===== src/rtl/accum_feeder.sv =====
// Buffers a batch of COUNT host words and streams them to the accumulator A/n port, one per clock.
// Optional feature: define ACCUM_FEEDER_REPLAY_EN to retain the batch after DONE for replay.
module accum_feeder #(
  parameter int WIDTH = 32,
  parameter int COUNT = 10,
  parameter int NW    = 4
) (
  input  logic             clk,
  input  logic             reset,
  input  logic             wr_en,
  input  logic [WIDTH-1:0] wr_data,
  input  logic             start,
  output logic [WIDTH-1:0] A,
  output logic [NW-1:0]    n,
  output logic             a_valid,
  output logic             full,
  output logic             busy,
  output logic             done
);

  localparam logic [NW:0]   COUNT_L = (NW+1)'(COUNT);
  localparam logic [NW:0]   ONE_L   = (NW+1)'(1);
  localparam logic [NW-1:0] LAST_L  = NW'(COUNT-1);

  typedef enum logic [1:0] {
    IDLE   = 2'd0,
    STREAM = 2'd1,
    DONE   = 2'd2
  } state_t;

  state_t           state_r;
  logic [NW:0]      wp_r;
  logic [NW:0]      rp_r;
  logic [WIDTH-1:0] mem_r [COUNT];
  logic             wr_s;

  // Host writes are accepted only while idle and the buffer still has room
  always_comb begin
    if ((state_r == IDLE) && wr_en && !full) begin
      wr_s = 1'b1;
    end else begin
      wr_s = 1'b0;
    end
  end

  // Batch storage; contents are don't-care after reset
  always_ff @(posedge clk) begin
    if (wr_s) begin
      mem_r[wp_r[NW-1:0]] <= wr_data;
    end
  end

  // Sequencer FSM with registered stream outputs
  always_ff @(posedge clk or posedge reset) begin
    if (reset) begin
      state_r <= IDLE;
      wp_r    <= {(NW+1){1'b0}};
      rp_r    <= {(NW+1){1'b0}};
      A       <= {WIDTH{1'b0}};
      n       <= {NW{1'b0}};
      a_valid <= 1'b0;
      full    <= 1'b0;
      busy    <= 1'b0;
      done    <= 1'b0;
    end else begin
      case (state_r)
        IDLE: begin
          if (wr_s) begin
            wp_r <= wp_r + ONE_L;
            full <= ((wp_r + ONE_L) == COUNT_L);
          end
          // Word 0 goes out on the same edge that samples start
          if (start && full) begin
            state_r <= STREAM;
            A       <= mem_r[0];
            n       <= {NW{1'b0}};
            a_valid <= 1'b1;
            busy    <= 1'b1;
            rp_r    <= ONE_L;
          end
        end
        STREAM: begin
          if (n == LAST_L) begin
            state_r <= DONE;
            done    <= 1'b1;
            a_valid <= 1'b0;
            A       <= {WIDTH{1'b0}};
            n       <= {NW{1'b0}};
            rp_r    <= {(NW+1){1'b0}};
`ifndef ACCUM_FEEDER_REPLAY_EN
            wp_r    <= {(NW+1){1'b0}};
            full    <= 1'b0;
`endif
          end else begin
            A    <= mem_r[rp_r[NW-1:0]];
            n    <= rp_r[NW-1:0];
            rp_r <= rp_r + ONE_L;
          end
        end
        DONE: begin
          state_r <= IDLE;
          done    <= 1'b0;
          busy    <= 1'b0;
        end
        default: begin
          state_r <= IDLE;
          A       <= {WIDTH{1'b0}};
          n       <= {NW{1'b0}};
          a_valid <= 1'b0;
          busy    <= 1'b0;
          done    <= 1'b0;
        end
      endcase
    end
  end

endmodule


===== config.mk =====
export PLATFORM = sky130hd
export DESIGN_NAME = accum_feeder
export DESIGN_NICKNAME = d
export VERILOG_FILES = /design/src/rtl/accum_feeder.sv
export SDC_FILE = /design/constraint.sdc
export NUM_CORES = 1
export LEC_CHECK = 0
export CAP_MARGIN = 15
export CORE_ASPECT_RATIO = 0.75
export CORE_UTILIZATION = 30
export CTS_BUF_LIST = sky130_fd_sc_hd__clkbuf_4 sky130_fd_sc_hd__clkbuf_8
export DETAILED_ROUTE_END_ITERATION = 12
export PLACE_DENSITY = 0.49
export SLEW_MARGIN = 20
export SYNTH_ARGS = -nofsm -noshare
export SYNTH_HDL_FRONTEND = slang
export SYNTH_SLANG_ARGS = --single-unit

===== constraint.sdc =====
create_clock -name clk -period 7.6 [get_ports clk]
set_input_delay 1.14 -clock clk [delete_from_list [all_inputs] [get_ports clk]]
set_output_delay 1.14 -clock clk [all_outputs]
set_load 0.1 [all_outputs]

Word-level counts from Yosys, hierarchy flattened
Memories as Yosys holds them, arrays and structs flattened.
Cells that the tools add are included.

storage, ports and cells
  memories kept = 1
  output and inout bits = 40
  register bits = 52
  logic and storage cells = 61
  ROM bits = 0
  memory bits (writable) = 320
  latch bits = 0

cells by class
  equality and inequality tests = 7
  div/mod/pow operators = 0
  order comparisons = 0
  add/subtract/negate cells = 2
  muxes and demuxes = 26
  multipliers = 0
  bitwise gates (word level) = 3
  reduce and logical (&&, ||, !) cells = 13
  shifts and indexed selects = 0

memories
  memory  words  bits a word  rd ports  clocked after Yosys merged registers in  wr ports  line  RTL
  mem_r   10     32           2         0                                        1         34    logic [WIDTH-1:0] mem_r [COUNT];

operators with widths
  operator             number
  $pmux 32 s3          1
  $mux 32              2
  $mux 5               4
  $pmux 5 s2           2
  $pmux 4 s3           1
  $add 5x1->5 const B  2
  $reduce_and 2->1     5
  $mux 4               2
  $mux 1               7
  $pmux 1 s2           3
  $reduce_and 3->1     2
  $eq 5x4->1 const B   1
  $eq 4x4->1 const B   1
  $mux 2               2
  $ne 2x2->1 const B   2
  $pmux 2 s2           1
  $logic_and 1x1->1    3
  $not 1->1            3
  $pmux 1 s3           1
  $eq 2x1->1 const B   1
  $eq 2x2->1 const B   1
  $logic_not 2->1      1
  $ne 2x1->1 const B   1
  $reduce_bool 2->1    1
  $logic_not 1->1      1

Longest topological paths before layout
Gate-level depths: netlist of run 1.

  word-level depth = 6
  depth in mapped cells = 7
  mapped depth without buffers = 5

Worst setup path after synthesis of run 1
OpenSTA, ideal clock, no wires.

  kind = in2reg
  from = in wr_en
  to = mem mem_r[1][0], enable pin
  buffers on the path = 0
  setup time = 0.461 ns
  cell stages on the path = 3
  data required time = 7.139 ns
  path slack = 3.254 ns
  arrival time = 3.885 ns
  path through = nor4b_2 -> nand2_1 -> nor3_1

on the way
  word-level cells in the longest chain between the ends = 5

ends and longest elaborated chain
  element                         line  RTL
  from (decl)                     10    input logic wr_en,
  $logic_and 1x1->1 (2 in a row)  39    if ((state_r == IDLE) && wr_en && !full) begin
  $mux 1                          39
  $mux 1                          48    if (wr_s) begin
  $mux 1 (not written as such)    49    mem_r[wp_r[NW-1:0]] <= wr_data;
  to (decl)                       34

Every way passes these cells.

Worst setup path in the final report of run 1
  from = reg A[24]
  to = out A[24]

RTL lines
  element                 line  RTL
  from (decl)             13    output logic [WIDTH-1:0] A,
  from (signal assigned)  59    A <= {WIDTH{1'b0}};
  from (signal assigned)  75    A <= mem_r[0];
  from (signal assigned)  87    A <= {WIDTH{1'b0}};

No word-level cell between the ends.

==> impl_results.md, run 1 <==
- DIE AREA: 50800 µm²
- Pre-antenna DRT Iters: 4
- Nets: 937
- R2R Path Start: rp_r[0]$_DFFE_PP0P_
- Top cell type's share of synthesized area: 64.2%
- ANT cells: 0
- Ys async rst share: between 10 and 15%
- Synth Register Bits: between 300 and 400
- DR top layer: met4
- Initial antenna violation count: 0
- End of the worst register-to-register path: A[19]$_DFFE_PP0P_
- Number of placement rows: 70
- Min Tclk post-route: 3390 ps
- F_max: a little under 0.3 GHz
- Mapped Area: approximately 15000 µm²
- CTS max path bufs: 3
- Max Cap Viol: 0
- Sequential cell area fraction in the yosys report: around 73%
- Leakage: 5.99 nW
- First-pass GRT wire length: 51400 µm
- Worst-margin pin slew: 1050 ps
- Power density over the cells: 392 nW/µm²
- Fin util: 36.4%
- Total number of vias: 7610
- Hold Vio Cnt, Final: 0
- Setup violators final: 0
- Worst-case reg-to-reg path depth: 5
- Setup slack, reg-to-reg: 4510 ps
- Mapped Nets: 831
- Cts-stage hold buffer count: 0
- DR WL met3: between 1000 and 1500 µm
- Fill cells: 4561
- Cell variety after synth: 39
- Synth area leaders: edfxtp_1 (64%), dfrtp_1 (8.5%), mux4_1 (6.3%)
- Core Area: 49000 µm²
- Buf/Inv on CP: 1
- Avg Inst Size Synth: 18.9 µm²
- Area of the multi-input gates: 3860 µm²
- Share of cells above drive strength 1: 24.3%
- IO Pins: 76
- Routed vias/inst: 4.78
- Status: finished, final reports clean
- CP Capture Type: output pin
- Clk sinks: about 370
- Syn Inst Count: 790
- Max FO, Critical Path: 3
- Vias in the first global route: 8000
- Total CTS buffers: 59
- Worst setup startpoint: A[24]$_DFFE_PP0P_
- Die W: 260 µm
- Drc violations: 0
- Detail Placement HPWL: 19100 µm
- Crit start category: flip-flop
- Largest net degree at the start of global routing: 69
- WL met2: 15100 µm
- Max rail drop VDD: approximately 0.00028 V
- Post-cts sizing count: 0
- DRT Wirelength: about 34000 µm
- Hold Crit Class: flip-flop to flip-flop
- Max-slew headroom: 29.8%
- CTS H-tree depth: 2
- Crit Path Class: flip-flop to output pin
- Routed WL per cell: 21.1 µm
- Top delay family on crit path: buffers and inverters
- Crit path DAT: roughly 2300 ps
- Part of the cycle the worst path needs: 44.6%
- Routed Antenna Nets: 0
- Worst hold stages: 2
- Post-Route M1 WL: 16500 µm
- GRT overflow: 0
- Worst-Skew Late Latency: around 610 ps
- EDFF count, synth: 320
- Hold path startpoint: busy$_DFFE_PP0P_
- Hold endpoint: busy$_DFFE_PP0P_
- Power Total: ~7 mW
- Setup Fix Bufs, Post-CTS: 0
- CTS tree: done
- CP Cell Sequence: clkdlybuf4s50_1
- Clk_skew: 20.1 ps
- CP required: 6460 ps
- Placed cell count: 1480
- Max Slew Vio Count: 0
- Detailed router's first-iteration violation count: 421
- YS warnings: 0
- Ys flop type: edfxtp_1
- Starting Density: a little under a third
- Slowest CP cell: clkdlybuf4s50_1
- Synthesis-to-layout area growth: 19.1%
- Total Negative Setup Slacks: 0 ps
- Clock Pin Slew Worst Setup and Hold Paths: 60 ps
- Worst path max stage delay: 1180 ps
- GP Congestion: 0.670
- CTS Root Cell: clkbuf_8
- GRT Util Overall: 13.5%
- RSZ-0062 raised after global routing: no
- Die height: 195 µm
- Final Non-Filler Cells: around 1600
- Area leader, netlist: edfxtp_1
- PortBufs: 75
- Seq. cell area: 10900 µm²
==> worst max-delay path by stage <==
stage                                       end  slack (ps)  depth (start not counted)
after CTS                                 A[24]        4160                          1
after global routing                       full        4150                          1
after global placement    mem_r[4][8]$_DFFE_PP_        3680                          4
after floorplan           mem_r[1][0]$_DFFE_PP_        3250                          3
final                                     A[24]        4210                          1
after detailed placement  mem_r[9][8]$_DFFE_PP_        3750                          4
==> logic make-up after synthesis <==
group                      after synthesis  synth area share (%)
AOI/OAI and AO/OA                      147                  7.03
xor gates and xnor gates                 3                 0.176
adders and majority gates                5                 0.418
buffers and inverters                   58                  2.05
DFF                                    371                  72.8
muxes                                  130                  15.2
and+or+nand+nor                         76                  2.33
==> stage by stage <==
| step | worst slack [ps] | area [µm²] | hold WS [ps] |
|---|---|---|---|
| floorplan | 3250 | 15000 | 489 |
| global route | 4150 | 17800 | 554 |
| detailed placement | 3750 | 16500 | 504 |
| finish | 4210 | 17800 | 506 |
| CTS | 4160 | 17700 | 518 |
| global placement | 3680 | 16500 | 483 |
==> power by group <==
part	leakage (nW)	internal (mW)	switching, mW
sequential	3.50	2.41	0.240
combinational	1.85	0.944	1.67
clock	0.645	0.963	0.751
total	5.99	4.32	2.66
==> Yosys cell counts, types with 2 or more instances <==
cell / number
o211ai_2: 24
mux4_1: 36
mux2_2: 32
buf_1: 6
o211ai_1: 8
buf_2: 17
ha_1: 5
nor2_1: 16
a22o_1: 6
xor2_1: 2
o21ai_0: 5
a21oi_1: 67
nand2_1: 39
clkbuf_1: 19
mux2i_1: 34
edfxtp_1: 320
dfrtp_1: 51
inv_1: 7
nor3_1: 5
nand2b_1: 3
mux4_2: 28
nand3_1: 6
buf_6: 7
a22oi_1: 32
==> layout by cell type (no fill, tap or decap), types with 2 or more instances in the layout <==
master | netlist | final
nand3_1 | 6 | 6
dfrtp_2 | 0 | 3
buf_16 | 0 | 3
a21oi_1 | 67 | 67
nor2_1 | 16 | 6
a22o_1 | 6 | 6
clkinvlp_4 | 0 | 2
buf_4 | 1 | 15
mux2_2 | 32 | 32
nand2b_1 | 3 | 3
clkinv_1 | 0 | 8
dfrtp_1 | 51 | 47
nor3_2 | 0 | 4
edfxtp_1 | 320 | 320
nand2_1 | 39 | 39
inv_1 | 7 | 6
o211ai_1 | 8 | 8
ha_1 | 5 | 5
mux2i_1 | 34 | 34
mux4_2 | 28 | 28
a22oi_1 | 32 | 32
mux4_1 | 36 | 36
clkbuf_4 | 0 | 30
o21ai_0 | 5 | 5
clkinv_2 | 0 | 2
nor2_4 | 0 | 10
xor2_1 | 2 | 2
buf_12 | 0 | 3
o211ai_2 | 24 | 24
clkdlybuf4s50_1 | 0 | 75
clkbuf_8 | 0 | 65
==> flip-flops by register name, summed over array words and instances (netlist names) <==
register / cells
rp_r: 4
state_r: 2
wp_r: 5
a_valid: 1
full: 1
mem_r: 320
done: 1
n: 4
A: 32
busy: 1
==> final cells by class <==
| type | count | share of cell area (%) |
|---|---|---|
| multi-input cells | 361 | 21.7 |
| well taps | 648 | 4.55 |
| clock inverters | 14 | 0.527 |
| flip-flops and latches | 371 | 61.2 |
| repair buffers | 96 | 5.65 |
| clock buffers | 95 | 6.29 |
| inverters | 7 | 0.148 |
==> routing by layer <==
metal | global-route usage (%) | vias up
li1 | - | 3461
met2 | 20.7 | 172
met5 | 0 | -
met1 | 19.6 | 3927
met3 | 2.41 | 50
met4 | 3.64 | 0
Power figures use the tool's default switching activity.
==> run 2: changes to the inputs <==
- PLACE_DENSITY: 0.49 -> 0.5
- clock period: 7.6 -> 3 ns (I/O delays scaled with it)
==> run 2 against run 1 <==
Register-to-register slack worse by 3800 ps. Power rose to 2.5 times the previous value. Combinational power rose to 2.6 times the previous value. Global-route usage up 0.13 points. Non-clock buffer count rose by 6. Worst hold slack worse by 290 ps. Via count increased by 1.4%. Worst setup slack lost 3500 ps. Sequential share of layout area increased by 0.056 points. Sequential power increased to 2.5 times the previous value. Highest routed layer unchanged.
==> impl_results.md, run 2 (synthesis results as in run 1) <==
- Post-cts sizing count: 0 (unchanged)
- Routed WL per cell: 21.5 µm (+1.9%)
- Max Slew Vio Count: 0 (unchanged)
- Top delay family on crit path: simple AND/OR/NAND/NOR gates
- Pre-antenna DRT Iters: 5 (+1)
- Power density over the cells: 988 nW/µm² (+150%)
- Max rail drop VDD: 0.000715 V (+160%)
- Total CTS buffers: 57 (-3.4%)
- Detailed router's first-iteration violation count: 462 (+9.7%)
- DIE AREA: 50800 µm² (unchanged)
- R2R Path Start: state_r[0]$_DFFE_PP0P_
- Final Worst Setup Slack: 700 ps (-3510 ps)
- Placed cell count: 1489 (+0.61%)
- Part of the cycle the worst path needs: between 70% and 80%
- Initial antenna violation count: 0 (unchanged)
- GRT Util Overall: 13.6% (+0.13 points)
- Hold Crit Class: input port to async pin
- Commonest cells after routing, fill and taps aside: edfxtp_1 (320), a21oi_1 (67), clkbuf_8 (62)
- CP required: 3270 ps (-3190 ps)
- Drc violations: 0 (unchanged)
- Routed Antenna Nets: 0 (unchanged)
- Largest net degree at the start of global routing: 69 (unchanged)
- Nets: 941 (+0.43%)
- Worst path max stage delay: 580 ps (-600 ps)
- Number of placement rows: 70 (unchanged)
- Share of cells above drive strength 1: 28.6% (+4.4 points)
- CTS tree: done
- Core Area: 49000 µm² (unchanged)
- GRT overflow: 0 (unchanged)
- Setup slack, reg-to-reg: 700 ps (-3810 ps)
- Fill cells: 4544 (-0.37%)
- Setup violators final: 0 (unchanged)
- Total Negative Setup Slacks: 0 ps (unchanged)
- Commonest non-fill, non-tap cell in the layout: edfxtp_1
- Die W: 260 µm (unchanged)
- Max FO, Critical Path: 32 (+29)
- F_max: 0.435 GHz
- GP Congestion: 0.695 (+3.8%)
- Worst setup startpoint: state_r[0]$_DFFE_PP0P_
- CTS H-tree depth: 2 (unchanged)
- Detail Placement HPWL: 19500 µm (+2.4%)
- Clock Pin Slew Worst Setup and Hold Paths: 70 ps (about the same)
- Setup Fix Bufs, Post-CTS: 0 (unchanged)
- Total number of vias: 7715 (+1.4%)
- CTS Root Cell: clkbuf_8
- CTS max path bufs: 3 (unchanged)
- IO Pins: 76 (unchanged)
- Leakage: 6.04 nW (+0.83%)
- Worst-margin pin slew: 584 ps (-469 ps)
- Max-slew headroom: 61.1% (+31 points)
- ANT cells: 0 (unchanged)
- Synthesis-to-layout area growth: 19.0% (about the same)
- Buf/Inv on CP: 1 (unchanged)
- Crit start category: flip-flop
- Worst-Skew Late Latency: 620 ps (about the same)
- Clk sinks: 371 (unchanged)
- Routed vias/inst: 4.84 (+1.3%)
- Cts-stage hold buffer count: 0 (unchanged)
- Die height: 195 µm (unchanged)
- DRT Wirelength: 34300 µm (+2.0%)
- Worst hold margin: 218 ps (-288 ps)
- Final Non-Filler Cells: 1594 (+0.13%)
- Clk_skew: 26.5 ps (+6.39 ps)
- Max reg flops: 320 (unchanged)
- Dpl ws: 379 ps (-3370 ps)
- End of the worst register-to-register path: mem_r[1][29]$_DFFE_PP_
- Worst-case reg-to-reg path depth: 4 (-1)
- CP Cell Sequence: nor4b_2 > nand2_1 > nor3_4 > buf_12
- Starting Density: 30.6% (unchanged)
- Status: finished, final reports clean
- Slowest CP cell: nor4b_2
- Hold Vio Cnt, Final: 0 (unchanged)
- First-pass GRT wire length: 51400 µm (-0.16%)
- PortBufs: 75 (unchanged)
- Crit path DAT: 2570 ps (+320 ps)
- Crit Path Class: flip-flop to flip-flop
- Min Tclk post-route: 2300 ps
- CP Capture Type: flip-flop
- Max Cap Viol: 0 (unchanged)
- Power Total: 17.6 mW (+150%)
- Vias in the first global route: 8003 (+0.038%)
- RSZ-0062 raised after global routing: no
==> run 2: through the flow <==
stage	cell area, µm²	util [%]
6_report	17800	36.3
2_1_floorplan	15000	-
4_1_cts	17800	36.3
3_3_place_gp	16700	34.1
5_1_grt	17800	36.3
3_5_place_dp	16700	34.1
==> run 2: power breakdown <==
| part | total, mW | switching, mW | internal, mW |
|---|---|---|---|
| clock network | 4.10 | 1.95 | 2.15 |
| registers | 6.65 | 0.538 | 6.11 |
| logic | 6.82 | 4.37 | 2.45 |
==> run 2: routing by layer <==
| layer | track usage [%] | wire [µm] | part of all wire (%) | vias up |
|---|---|---|---|---|
| met1 | 19.6 | 16700 | 49 | 4038 |
| li1 | - | - | - | 3470 |
| met4 | 3.79 | 660 | 1.9 | 0 |
| met3 | 2.91 | 1500 | 4.4 | 52 |
| met5 | 0 | 0 | 0 | - |
| met2 | 20.7 | 15400 | 45 | 155 |
==> run 2: worst reg2reg max path, cell delays in order (launching register included) <==
cell     delay (ps)
dfrtp_1         530
nor4b_2         580
nand2_1         330
nor3_4          230
buf_12          280
==> run 2: cell type report <==
| type | count | area [µm²] | share of cell area (%) |
|---|---|---|---|
| flip-flops and latches | 371 | 10900 | 61.2 |
| multi-input cells | 361 | 3890 | 21.8 |
| repair buffers | 102 | 1070 | 5.99 |
| clock buffers | 82 | 1000 | 5.64 |
| well taps | 648 | 811 | 4.56 |
| clock inverters | 23 | 109 | 0.612 |
| inverters | 7 | 26.3 | 0.148 |
==> run 2: how the worst max path moves through the flow <==
stage / to / slack, ps / depth (start not counted)
6_report: mem_r[1][29]$_DFFE_PP_ / 700 / 4
5_1_grt: mem_r[1][29]$_DFFE_PP_ / 500 / 4
4_1_cts: mem_r[1][29]$_DFFE_PP_ / 640 / 4
3_5_place_dp: mem_r[1][6]$_DFFE_PP_ / 380 / 5
3_3_place_gp: mem_r[1][4]$_DFFE_PP_ / 380 / 5
2_1_floorplan: mem_r[9][0]$_DFFE_PP_ / -310 / 3
==> run 3: changes to the inputs <==
- clock period: 3 -> 2.1 ns (I/O delays scaled with it)
==> run 3 against run 2 <==
Core utilization is 1.4 points higher. Worst setup slack worse by 630 ps. Sequential cell count unchanged. Critical path depth is 2 higher. Non-clock buffer count is 46 higher. Power is 51% higher. Largest power group unchanged. Fmax increased by 13%. Worst hold slack worse by 110 ps.
==> impl_results.md, run 3 (synthesis results as in run 1) <==
- Status: finished, final reports clean
- CP Capture Type: flip-flop
- Setup slack, reg-to-reg: 70 ps (-630 ps)
- Die height: 195 µm (unchanged)
- First-pass GRT wire length: 55100 µm (+7.3%)
- Max Slew Vio Count: 0 (unchanged)
- Power density over the cells: 1440 nW/µm² (+46%)
- Fin util: 37.7% (+1.4 points)
- CTS max path bufs: 3 (unchanged)
- Max reg flops: 320 (unchanged)
- Placed cell count: 1524 (+2.4%)
- Worst-margin pin slew: 708 ps (+124 ps)
- Combinational power share: 40.9% (+2.1 points)
- Number of placement rows: 70 (unchanged)
- Vias in the first global route: 8280 (+3.5%)
- Commonest non-fill, non-tap cell in the layout: edfxtp_1
- Top delay family on crit path: multiplexers
- GRT Util Overall: 14.7% (+1.1 points)
- DIE AREA: 50800 µm² (unchanged)
- CTS tree: done
- Detailed router's first-iteration violation count: 520 (+13%)
- IO Pins: 76 (unchanged)
- Routed Antenna Nets: 0 (unchanged)
- Final Non-Filler Cells: 1645 (+3.2%)
- Buf/Inv on CP: 2 (+1)
- Largest net degree at the start of global routing: 52 (-25%)
- Total Negative Setup Slacks: 0 ps (unchanged)
- Total CTS buffers: 58 (+1.8%)
- Leakage: 6.40 nW (+5.9%)
- Psw: 10.2 mW (+48%)
- Routed WL per cell: 22.7 µm (+5.5%)
- Power Total: 26.6 mW (+51%)
- CP required: 2580 ps (-690 ps)
- CTS Root Cell: clkbuf_8
- Clock network power share: 23.7% (+0.4 points)
- Commonest cells after routing, fill and taps aside: edfxtp_1 (320), buf_4 (79), a21oi_1 (67)
- Synthesis-to-layout area growth: 23.5%
- Slowest CP cell: mux4_1
- Reg power frac: 35.4% (-2.4 points)
- R2R Path Start: rp_r[0]$_DFFE_PP0P_
- Initial antenna violation count: 0 (unchanged)
- Clk_skew: 24.6 ps (-1.92 ps)
- Post-Route M1 WL: 17900 µm (+7.7%)
- End of the worst register-to-register path: A[12]$_DFFE_PP0P_
- Nets: 988 (+5.0%)
- ANT cells: 0 (unchanged)
- Setup violators final: 0 (unchanged)
- Hold Crit Class: input port to async pin
- CP Cell Sequence: buf_4 > buf_12 > mux4_1 > mux2_2 > o211ai_2 > a21oi_1
- Max Cap Viol: 0 (unchanged)
- CTS H-tree depth: 2 (unchanged)
- Share of cells above drive strength 1: 32.6% (+4.0 points)
- Worst hold margin: 111 ps (-107 ps)
- Cell area after layout: 18500 µm² (+3.8%)
- DRT Wirelength: 37300 µm (+8.9%)
- Sw Share: 38.2% (-0.81 points)
- Min Tclk post-route: 2030 ps (-269 ps)
- Worst-Skew Late Latency: 610 ps (about the same)
- Max-slew headroom: 52.8% (-8.3 points)
- Clk sinks: 371 (unchanged)
- Pre-antenna DRT Iters: 5 (unchanged)
- Core Area: 49000 µm² (unchanged)
- Max rail drop VDD: 0.000763 V (+6.6%)
- Final Worst Setup Slack: 68.8 ps (-631 ps)
- DR WL met3: 1600 µm (+6.1%)
- DR top layer: met4
- Worst-case reg-to-reg path depth: 6 (+2)
- Crit Path Class: flip-flop to flip-flop
- Design internal power: 16.4 mW (+53%)
- PortBufs: 75 (unchanged)
- WL met2: 17100 µm (+11%)
- Placed instance area: 17100 µm² (+2.7%)
- Part of the cycle the worst path needs: 96.7% (+20 points)
- Dpl ws: -101 ps (-480 ps)
- GRT overflow: 0 (unchanged)
- Hold Vio Cnt, Final: 0 (unchanged)
- Fill cells: 4519 (-0.55%)
- Worst path max stage delay: 600 ps (+20 ps)
- Die W: 260 µm (unchanged)
- RSZ-0062 raised after global routing: no
- Routed vias/inst: 4.87 (+0.59%)
- Starting Density: 30.6% (unchanged)
- F_max: 0.492 GHz (+13%)
- GP Congestion: 0.753 (+8.3%)
- Total number of vias: 8009 (+3.8%)
- Drc violations: 0 (unchanged)
- Crit start category: flip-flop
- Clock Pin Slew Worst Setup and Hold Paths: 60 ps (about the same)
- Detail Placement HPWL: 22000 µm (+13%)
- Max FO, Critical Path: 18 (-44%)
- Crit path DAT: 2510 ps (-60 ps)
[run 3: what timing repair did]
action                                  in CTS  in global routing
endpoints found under the setup margin       0                  9
hold buffers                                 0                  0
resized for setup                            0                  1
buffers inserted                             0                  9
endpoints found under the hold margin        0                  0
[run 3: cell type report]
class                   instances  area [µm²]  area share [%]
flip-flops and latches        371       10900            59.0
well taps                     648         811            4.39
repair buffers                148        1630            8.80
inverters                       7        26.3           0.142
multi-input cells             361        3900            21.1
clock buffers                  94        1120            6.05
clock inverters                16         101           0.548
[run 3: tightest hold or removal path, stage by stage]
cell and delay, ps:
clkdlybuf4s50_1 410, inv_2 70, buf_12 320
[run 3: metal layers]
layer,up-vias,track usage [%]
li1,3562,-
met1,4216,21.2
met2,178,22.9
met3,53,2.60
met4,0,3.75
met5,-,0
[run 3: power groups by stage]
stage                     combinational [mW]  clock (mW)  sequential, mW
after global routing                    11.5        6.80            9.51
after floorplan                         4.98           0            12.0
after CTS                               10.7        6.52            9.48
after global placement                  10.6           0            9.61
after detailed placement                10.7           0            9.62
final                                   10.9        6.31            9.42
[run 3: how the worst max path moves through the flow]
stage | from | to | slack, ps | depth (start not counted)
after detailed placement | wr_en | mem_r[0][12]$_DFFE_PP_ | -100 | 6
after global routing | rp_r[0]$_DFFE_PP0P_ | A[19]$_DFFE_PP0P_ | 10 | 7
after global placement | wr_en | mem_r[0][12]$_DFFE_PP_ | -110 | 6
final | rp_r[0]$_DFFE_PP0P_ | A[12]$_DFFE_PP0P_ | 70 | 6
after CTS | rp_r[0]$_DFFE_PP0P_ | A[27]$_DFFE_PP0P_ | 7 | 5
after floorplan | full$_DFFE_PP0P_ | mem_r[0][0]$_DFFE_PP_ | -410 | 3
